### src/rtl/ram_arbiter.sv
// ram_arbiter: shares one single-port RAM between an instruction-fetch
// requester and a data requester. One transaction is in flight at a time;
// ties are broken by alternating with the requester served last. RAM
// control outputs are registered and only active for the single ACCESS
// cycle. Read data is captured after RAM_LAT cycles.
module ram_arbiter #(
  parameter int unsigned RAM_LAT = 1
) (
  input  logic        clk,
  input  logic        reset_n,
  input  logic        if_req,
  input  logic [31:0] if_addr,
  output logic [31:0] if_rdata,
  output logic        if_ack,
  input  logic        d_req,
  input  logic        d_we,
  input  logic [3:0]  d_sel,
  input  logic [31:0] d_addr,
  input  logic [31:0] d_wdata,
  output logic [31:0] d_rdata,
  output logic        d_ack,
  output logic        stall_req,
  output logic        ram_ce,
  output logic        ram_we,
  output logic [3:0]  ram_sel,
  output logic [31:0] ram_addr,
  output logic [31:0] ram_wdata,
  input  logic [31:0] ram_rdata
);

  localparam logic [1:0] IDLE   = 2'd0;
  localparam logic [1:0] ACCESS = 2'd1;
  localparam logic [1:0] WAIT   = 2'd2;
  localparam logic [1:0] RESP   = 2'd3;

  localparam logic [1:0] LAT_INIT = 2'(RAM_LAT);

  logic [1:0] state_r;
  logic [1:0] cnt_r;
  logic       owner_data_r;  // 1: data requester owns the current transaction
  logic       last_data_r;   // 1: data requester was granted last
  logic       write_r;       // current transaction is a write
  logic       grant_data_s;
  logic       any_req_s;

  // Requesters stall the pipeline until their ack arrives.
  assign stall_req = (d_req & ~d_ack) | (if_req & ~if_ack);

  // Owner selection: a lone requester wins; on a tie the one not granted last wins.
  always_comb begin
    grant_data_s = 1'b0;
    any_req_s    = if_req | d_req;
    if (d_req && if_req) begin
      grant_data_s = ~last_data_r;
    end else begin
      grant_data_s = d_req;
    end
  end

  // Transaction FSM with registered RAM controls, acks and read-data capture.
  always_ff @(posedge clk) begin
    if (!reset_n) begin
      state_r      <= IDLE;
      cnt_r        <= 2'd0;
      owner_data_r <= 1'b0;
      last_data_r  <= 1'b0;
      write_r      <= 1'b0;
      ram_ce       <= 1'b0;
      ram_we       <= 1'b0;
      ram_sel      <= 4'd0;
      ram_addr     <= 32'd0;
      ram_wdata    <= 32'd0;
      if_rdata     <= 32'd0;
      d_rdata      <= 32'd0;
      if_ack       <= 1'b0;
      d_ack        <= 1'b0;
    end else begin
      if_ack <= 1'b0;
      d_ack  <= 1'b0;
      case (state_r)
        IDLE: begin
          if (any_req_s) begin
            owner_data_r <= grant_data_s;
            last_data_r  <= grant_data_s;
            ram_ce       <= 1'b1;
            if (grant_data_s) begin
              ram_we    <= d_we;
              ram_sel   <= d_sel;
              ram_addr  <= d_addr;
              ram_wdata <= d_wdata;
              write_r   <= d_we;
            end else begin
              ram_we    <= 1'b0;
              ram_sel   <= 4'b1111;
              ram_addr  <= if_addr;
              ram_wdata <= 32'd0;
              write_r   <= 1'b0;
            end
            state_r <= ACCESS;
          end else begin
            state_r <= IDLE;
          end
        end
        ACCESS: begin
          ram_ce  <= 1'b0;
          ram_we  <= 1'b0;
          ram_sel <= 4'd0;
          if (write_r) begin
            if (owner_data_r) begin
              d_ack <= 1'b1;
            end else begin
              if_ack <= 1'b1;
            end
            state_r <= RESP;
          end else begin
            cnt_r   <= LAT_INIT;
            state_r <= WAIT;
          end
        end
        WAIT: begin
          cnt_r <= cnt_r - 2'd1;
          if (cnt_r == 2'd1) begin
            if (owner_data_r) begin
              d_rdata <= ram_rdata;
              d_ack   <= 1'b1;
            end else begin
              if_rdata <= ram_rdata;
              if_ack   <= 1'b1;
            end
            state_r <= RESP;
          end else begin
            state_r <= WAIT;
          end
        end
        RESP: begin
          state_r <= IDLE;
        end
        default: begin
          state_r <= IDLE;
        end
      endcase
    end
  end

endmodule

### config.mk
export PLATFORM = sky130hd
export DESIGN_NAME = ram_arbiter
export DESIGN_NICKNAME = d
export VERILOG_FILES = /design/src/rtl/ram_arbiter.sv
export SDC_FILE = /design/constraint.sdc
export NUM_CORES = 1
export LEC_CHECK = 0
export CORE_MARGIN = 2
export CORE_UTILIZATION = 39
export CTS_CLUSTER_DIAMETER = 60
export DETAILED_ROUTE_END_ITERATION = 6
export GPL_ROUTABILITY_DRIVEN = 1
export MAX_ROUTING_LAYER = met4
export PLACE_DENSITY = 0.8
export SETUP_SLACK_MARGIN = 0.4
export SYNTH_ARGS = -nofsm -noshare
export SYNTH_HDL_FRONTEND = slang
export SYNTH_SLANG_ARGS = --single-unit
### constraint.sdc
create_clock -name clk -period 1.7 [get_ports clk]
set_input_delay 0.34 -clock clk [delete_from_list [all_inputs] [get_ports clk]]
set_output_delay 0.34 -clock clk [all_outputs]
set_load 0.01 [all_outputs]
-- Word-level counts from Yosys, hierarchy flattened
Cells that the tools add are included.
- register bits: 142
- input port bits: 137
- output and inout port bits: 137
- logic and storage cells: 61
- add/sub/neg operators: 1
- eq/ne operators: 6
- multiplexer cells: 25
- bitwise operators: 7
- reductions and logical operators: 9
- operators with widths (kind ; count):
    $mux W32 ; 2
    $mux W1 ; 13
    $mux W4 ; 2
    $pmux W1 S2 ; 4
    $pmux W2 S4 ; 1
    $pmux W4 S2 ; 1
    $reduce_and A2 Y1 ; 3
    $reduce_and A3 Y1 ; 2
    $eq A2 B1 Y1 const B ; 2
    $eq A2 B2 Y1 const B ; 2
    $ne A2 B2 Y1 const B ; 2
    $pmux W2 S2 ; 1
    $reduce_bool A2 Y1 ; 2
    $not A1 Y1 ; 3
    $and A1 B1 Y1 ; 2
    $logic_not A2 Y1 ; 1
    $mux W2 ; 1
    $or A1 B1 Y1 ; 2
    $sub A2 B1 Y2 const B ; 1
    $logic_and A1 B1 Y1 ; 1

-- Longest topological paths before layout
- depth in word-level cells: 5
- mapped depth: 7
- gate-level depth less buffers: 5

-- Worst setup path before layout
Ideal clock, no wire load.
- path type: register to register
- start: reg state_r[0]
- end: reg ram_wdata[10]
- library setup time: 0.117 ns
- data arrival time: 1.342 ns
- data required time: 1.583 ns
- path slack: 0.241 ns
- cell stages (with the launch flop): 7
- path buffers: 1
- clock period less this slack: 1.459 ns
- cells stage by stage: dfxtp_1 > inv_1 > ha_1 > o21a_1 > nor2_1 > buf_2 > a22o_1
- cells in the longest elaborated chain, start to end: 2
- ends and longest elaborated chain (item ; RTL line ; RTL):
    start: declaration ; 38 ; logic [1:0] state_r;
    start signal: assignment ; 63 ; state_r <= IDLE;
    start signal: assignment ; 99 ; state_r <= ACCESS;
    start signal: assignment ; 101 ; state_r <= IDLE;
    $logic_not A2 Y1 ; 80 ; case (state_r)
    $reduce_and A2 Y1 (no source line) ; n/a ;
    end signal: assignment ; 90 ; ram_wdata <= d_wdata;
    end: declaration ; 27 ; output logic [31:0] ram_wdata,
Every way passes these cells.
A chain may end at the register's enable or synchronous reset.

-- Worst setup path after layout
- start: reg state_r[0]
- end: reg ram_addr[5]
- cells in the longest elaborated chain, start to end: 2
- ends and longest elaborated chain (item ; RTL line ; RTL):
    $logic_not A2 Y1 ; 80 ;
    $reduce_and A2 Y1 (no source line) ; n/a ;
    end signal: assignment ; 89 ; ram_addr <= d_addr;
    end signal: assignment ; 95 ; ram_addr <= if_addr;
    end: declaration ; 26 ; output logic [31:0] ram_addr,
Every way passes these cells.

==> run_summary.xml <==
<?xml version="1.0" encoding="UTF-8"?>
<metrics>
  <group name="outcome">
    <metric name="outcome" unit="">finished clean</metric>
  </group>
  <group name="logic_synthesis">
    <metric name="synthCells" unit="">605</metric>
    <metric name="ys_seq_elements" unit="">142</metric>
    <metric name="synth.net_count" unit="">748</metric>
    <metric name="synth_area" unit="µm²">5150</metric>
    <metric name="ys_top_cells_by_area" unit="">sky130_fd_sc_hd__dfxtp_1, sky130_fd_sc_hd__a21oi_1, sky130_fd_sc_hd__nand2_1</metric>
    <metric name="synth_largest_area_cell" unit="">sky130_fd_sc_hd__dfxtp_1</metric>
    <metric name="number_of_distinct_library_cell_variants_in_the_gate_level_netlist_after_synthesis" unit="">31</metric>
    <metric name="ys_seq_area_frac" unit="">0.552</metric>
    <metric name="synth.yosys.warnings" unit="">0</metric>
    <metric name="post-synth-top-area-fraction" unit="">0.552</metric>
    <metric name="syn_avg_cell_area" unit="µm²">8.51</metric>
  </group>
  <group name="placement">
    <metric name="gp_routability_congestion" unit="">0.817</metric>
    <metric name="placedCellCount" unit="">1025</metric>
    <metric name="port-buffer-count" unit="">273</metric>
    <metric name="dp_hpwl" unit="µm">11200</metric>
    <metric name="place_area" unit="µm²">8190</metric>
  </group>
  <group name="floorplan">
    <metric name="floorplan.initialDensity" unit="">0.403</metric>
    <metric name="die-width" unit="µm">119</metric>
    <metric name="fp.coreArea" unit="µm²">12800</metric>
    <metric name="die_area" unit="µm²">14100</metric>
    <metric name="pin_count" unit="">274</metric>
    <metric name="die_height" unit="µm">119</metric>
    <metric name="row_count" unit="">41</metric>
  </group>
  <group name="routing">
    <metric name="num_vias" unit="">5394</metric>
    <metric name="drt_drc_violations_left" unit="">0</metric>
    <metric name="first_iter_violations" unit="">382</metric>
    <metric name="detail-route-antenna-nets" unit="">0</metric>
    <metric name="route.final.wire_length" unit="µm">17700</metric>
    <metric name="first_pass_drt_iterations" unit="">5</metric>
    <metric name="number_of_vias_per_cell_after_detailed_routing" unit="">5.04</metric>
    <metric name="routed_wire_length_per_instance" unit="µm">16.5</metric>
  </group>
  <group name="timing">
    <metric name="tightest_pin_transition" unit="ps">388</metric>
    <metric name="setup_viol" unit="">0</metric>
    <metric name="timing.fmax" unit="MHz">719</metric>
    <metric name="period_minus_slack" unit="ps">1390</metric>
    <metric name="timing_max_transition_violations_final" unit="">0</metric>
    <metric name="hold_violations" unit="">0</metric>
    <metric name="relSlewSlack" unit="">0.740</metric>
    <metric name="fin_skew" unit="ps">9.97</metric>
    <metric name="final.setup.tns" unit="ps">0</metric>
    <metric name="finalCritPeriodShare" unit="">0.819</metric>
    <metric name="rsz0062_at_grt" unit="">true</metric>
  </group>
  <group name="clocking">
    <metric name="cts.reportedPaths.clkPinSlew" unit="ps">60</metric>
    <metric name="htree_levels" unit="">4</metric>
    <metric name="clock_sink_count" unit="">142</metric>
    <metric name="cts_tree" unit="">built</metric>
    <metric name="cts_inserted_buffers" unit="">17</metric>
    <metric name="cts_hold_buffers" unit="">0</metric>
    <metric name="clk_latency" unit="ps">420</metric>
    <metric name="clockBufferDepth" unit="">2</metric>
    <metric name="clock_tree.root_cell" unit="">sky130_fd_sc_hd__clkbuf_16</metric>
  </group>
  <group name="final_layout">
    <metric name="post-route-cell-area" unit="µm²">8470</metric>
    <metric name="fin_nets" unit="">1029</metric>
    <metric name="layout.cells.non_filler" unit="">1070</metric>
    <metric name="final_core_utilization" unit="">0.663</metric>
    <metric name="flow.area_growth_from_synthesis" unit="%">64.4</metric>
    <metric name="antenna_cells" unit="">0</metric>
    <metric name="layout-drive-gt1-share" unit="">0.278</metric>
  </group>
  <group name="worst_setup_path">
    <metric name="reg2reg_path_depth" unit="">7</metric>
    <metric name="worstSetupEndpointType" unit="">flip-flop</metric>
    <metric name="worst_setup_path_endpoint" unit="">ram_addr[5]</metric>
    <metric name="regToRegEndpoint" unit="">ram_addr[5]</metric>
    <metric name="timing_worst_setup_path_type" unit="">flip-flop to flip-flop</metric>
    <metric name="crit-reg2reg-launch" unit="">state_r[0]</metric>
    <metric name="worstSetupStartpoint" unit="">state_r[0]</metric>
    <metric name="worst_reg_to_reg_setup_slack" unit="ps">310</metric>
    <metric name="crit_required" unit="ps">2050</metric>
    <metric name="critPathMaxFanout" unit="">12</metric>
    <metric name="critPathArrivalTime" unit="ps">1740</metric>
    <metric name="critical_path.startpoint_type" unit="">flip-flop</metric>
  </group>
  <group name="global_routing">
    <metric name="top_usage_layer" unit="">met2</metric>
    <metric name="first_global_vias" unit="">5239</metric>
    <metric name="grt_util_met3" unit="">0.0560</metric>
    <metric name="antenna_violations_before_repair" unit="">0</metric>
    <metric name="gr-usage-met1" unit="">0.284</metric>
    <metric name="grt_max_degree" unit="">43</metric>
    <metric name="first_pass_grt_wire_length" unit="µm">26900</metric>
    <metric name="grtUsageTotal" unit="">0.246</metric>
    <metric name="grt_util_met2" unit="">0.409</metric>
    <metric name="global_route.overflow_total" unit="">0</metric>
  </group>
  <group name="power_and_ir_drop">
    <metric name="power_per_cell_area" unit="nW/µm²">1260</metric>
    <metric name="worst_ir_drop_vdd" unit="V">0.000715</metric>
    <metric name="power_leakage" unit="µW">0.00362</metric>
  </group>
  <group name="job">
    <metric name="drv_cap" unit="">0</metric>
  </group>
  <group name="min_path">
    <metric name="min_path_type" unit="">input port to flip-flop</metric>
    <metric name="min-delay-start" unit="">reset_n</metric>
  </group>
</metrics>
what timing repair did:
item	4_1_cts	5_1_grt
setup buffers	3	3
endpoints found under the hold margin	0	0
cloned	3	5
pin swaps	2	7
endpoints found under the setup margin	266	138
gates resized for setup	587	22
critical path, cell delays in order, from the launching register on:
cell and delay, ps:
sky130_fd_sc_hd__dfxtp_2 360, sky130_fd_sc_hd__inv_4 60, sky130_fd_sc_hd__ha_4 180, sky130_fd_sc_hd__buf_6 120
sky130_fd_sc_hd__o21ai_4 150, sky130_fd_sc_hd__clkbuf_16 250, sky130_fd_sc_hd__a21oi_1 50, sky130_fd_sc_hd__a21oi_1 150
synthesized netlist by cell type:
master	instances
sky130_fd_sc_hd__buf_1	1
sky130_fd_sc_hd__dfxtp_1	142
sky130_fd_sc_hd__nor3_1	1
sky130_fd_sc_hd__o21bai_1	1
sky130_fd_sc_hd__mux2i_1	1
sky130_fd_sc_hd__and3_1	3
sky130_fd_sc_hd__inv_2	1
sky130_fd_sc_hd__o22ai_1	5
sky130_fd_sc_hd__nand3b_1	1
sky130_fd_sc_hd__nor3b_1	1
sky130_fd_sc_hd__buf_6	3
sky130_fd_sc_hd__nand4_1	1
sky130_fd_sc_hd__and3b_1	1
sky130_fd_sc_hd__nand3_1	5
sky130_fd_sc_hd__inv_1	7
sky130_fd_sc_hd__a21oi_1	132
sky130_fd_sc_hd__buf_2	17
sky130_fd_sc_hd__o21ai_2	1
sky130_fd_sc_hd__a21bo_2	1
sky130_fd_sc_hd__a21boi_4	1
sky130_fd_sc_hd__ha_1	6
sky130_fd_sc_hd__a22o_1	32
sky130_fd_sc_hd__and2_1	1
sky130_fd_sc_hd__clkbuf_1	26
sky130_fd_sc_hd__o21ai_0	35
sky130_fd_sc_hd__nand2_1	168
sky130_fd_sc_hd__o21a_1	1
sky130_fd_sc_hd__a311oi_1	2
sky130_fd_sc_hd__nor2_1	6
sky130_fd_sc_hd__a211oi_1	1
sky130_fd_sc_hd__o211ai_1	1
worst min path at each step:
stage	to	depth (start not counted)
2_1_floorplan	cnt_r[1]	2
4_1_cts	state_r[0]	4
3_5_place_dp	d_rdata[9]	2
6_report	cnt_r[0]	2
3_3_place_gp	if_rdata[31]	2
5_1_grt	cnt_r[0]	2
where the power goes:
group	leakage [µW]	total, µW	internal [µW]	switching [µW]
sequential	0.00117	4020	3780	235
clock	0.000290	3840	2440	1400
combinational	0.00216	2850	1400	1450
metal layers:
layer	up-vias	routed length, µm
met1	2522	7300
met3	36	1060
li1	2620	-
met2	216	8860
met4	0	431
met5	-	0
registers in the layout, summed over array words and instances (netlist names):
signal,cells
d_rdata,32
if_rdata,32
ram_addr,32
ram_wdata,32
ram_sel,4
cnt_r,2
state_r,2
d_ack,1
if_ack,1
last_data_r,1
ram_ce,1
ram_we,1
write_r,1
cells in the final DEF (no fill, tap or decap), drive strengths merged, types with 2 or more instances in the layout:
cell             n
buf            169
nand2          168
dfxtp          142
clkdlybuf4s50  133
a21oi          132
o21ai           36
a22o            32
clkbuf          24
inv              8
nor2             6
ha               6
o22ai            5
nand3            5
clkinv           5
bufinv           4
and3             3
a311oi           2
clkinvlp         2
dlygate4sd2      2
through the flow:
| stage | setup slack (ps) | total power, µW | hold WS [ps] |
|---|---|---|---|
| CTS | 332 | 10500 | 430 |
| global placement | -251 | 6790 | 441 |
| floorplan | 407 | 5320 | 454 |
| finish | 308 | 10700 | 363 |
| detailed placement | -243 | 6850 | 446 |
| global route | 255 | 11200 | 371 |
logic make-up (layout without fill, tap and decap cells):
kind of cell               after synthesis  after routing  share of synthesized area
and+or+nand+nor                        188            188                      0.143
DFF                                    142            142                      0.552
adders and majority gates                6              6                     0.0146
buffers and inverters                   55            348                     0.0486
muxes                                    1              1                    0.00194
AOI/OAI and AO/OA                      213            213                      0.239
final cells by class:
cell class / count / area [µm²]
clock buffers: 20 / 437
clock inverters: 11 / 168
fillers: 1049 / 4310
inverters: 8 / 32.5
multi-input cells: 408 / 2180
flip-flops and latches: 142 / 2870
well taps: 172 / 215
repair buffers: 309 / 2570
Power figures use the tool's default switching activity.
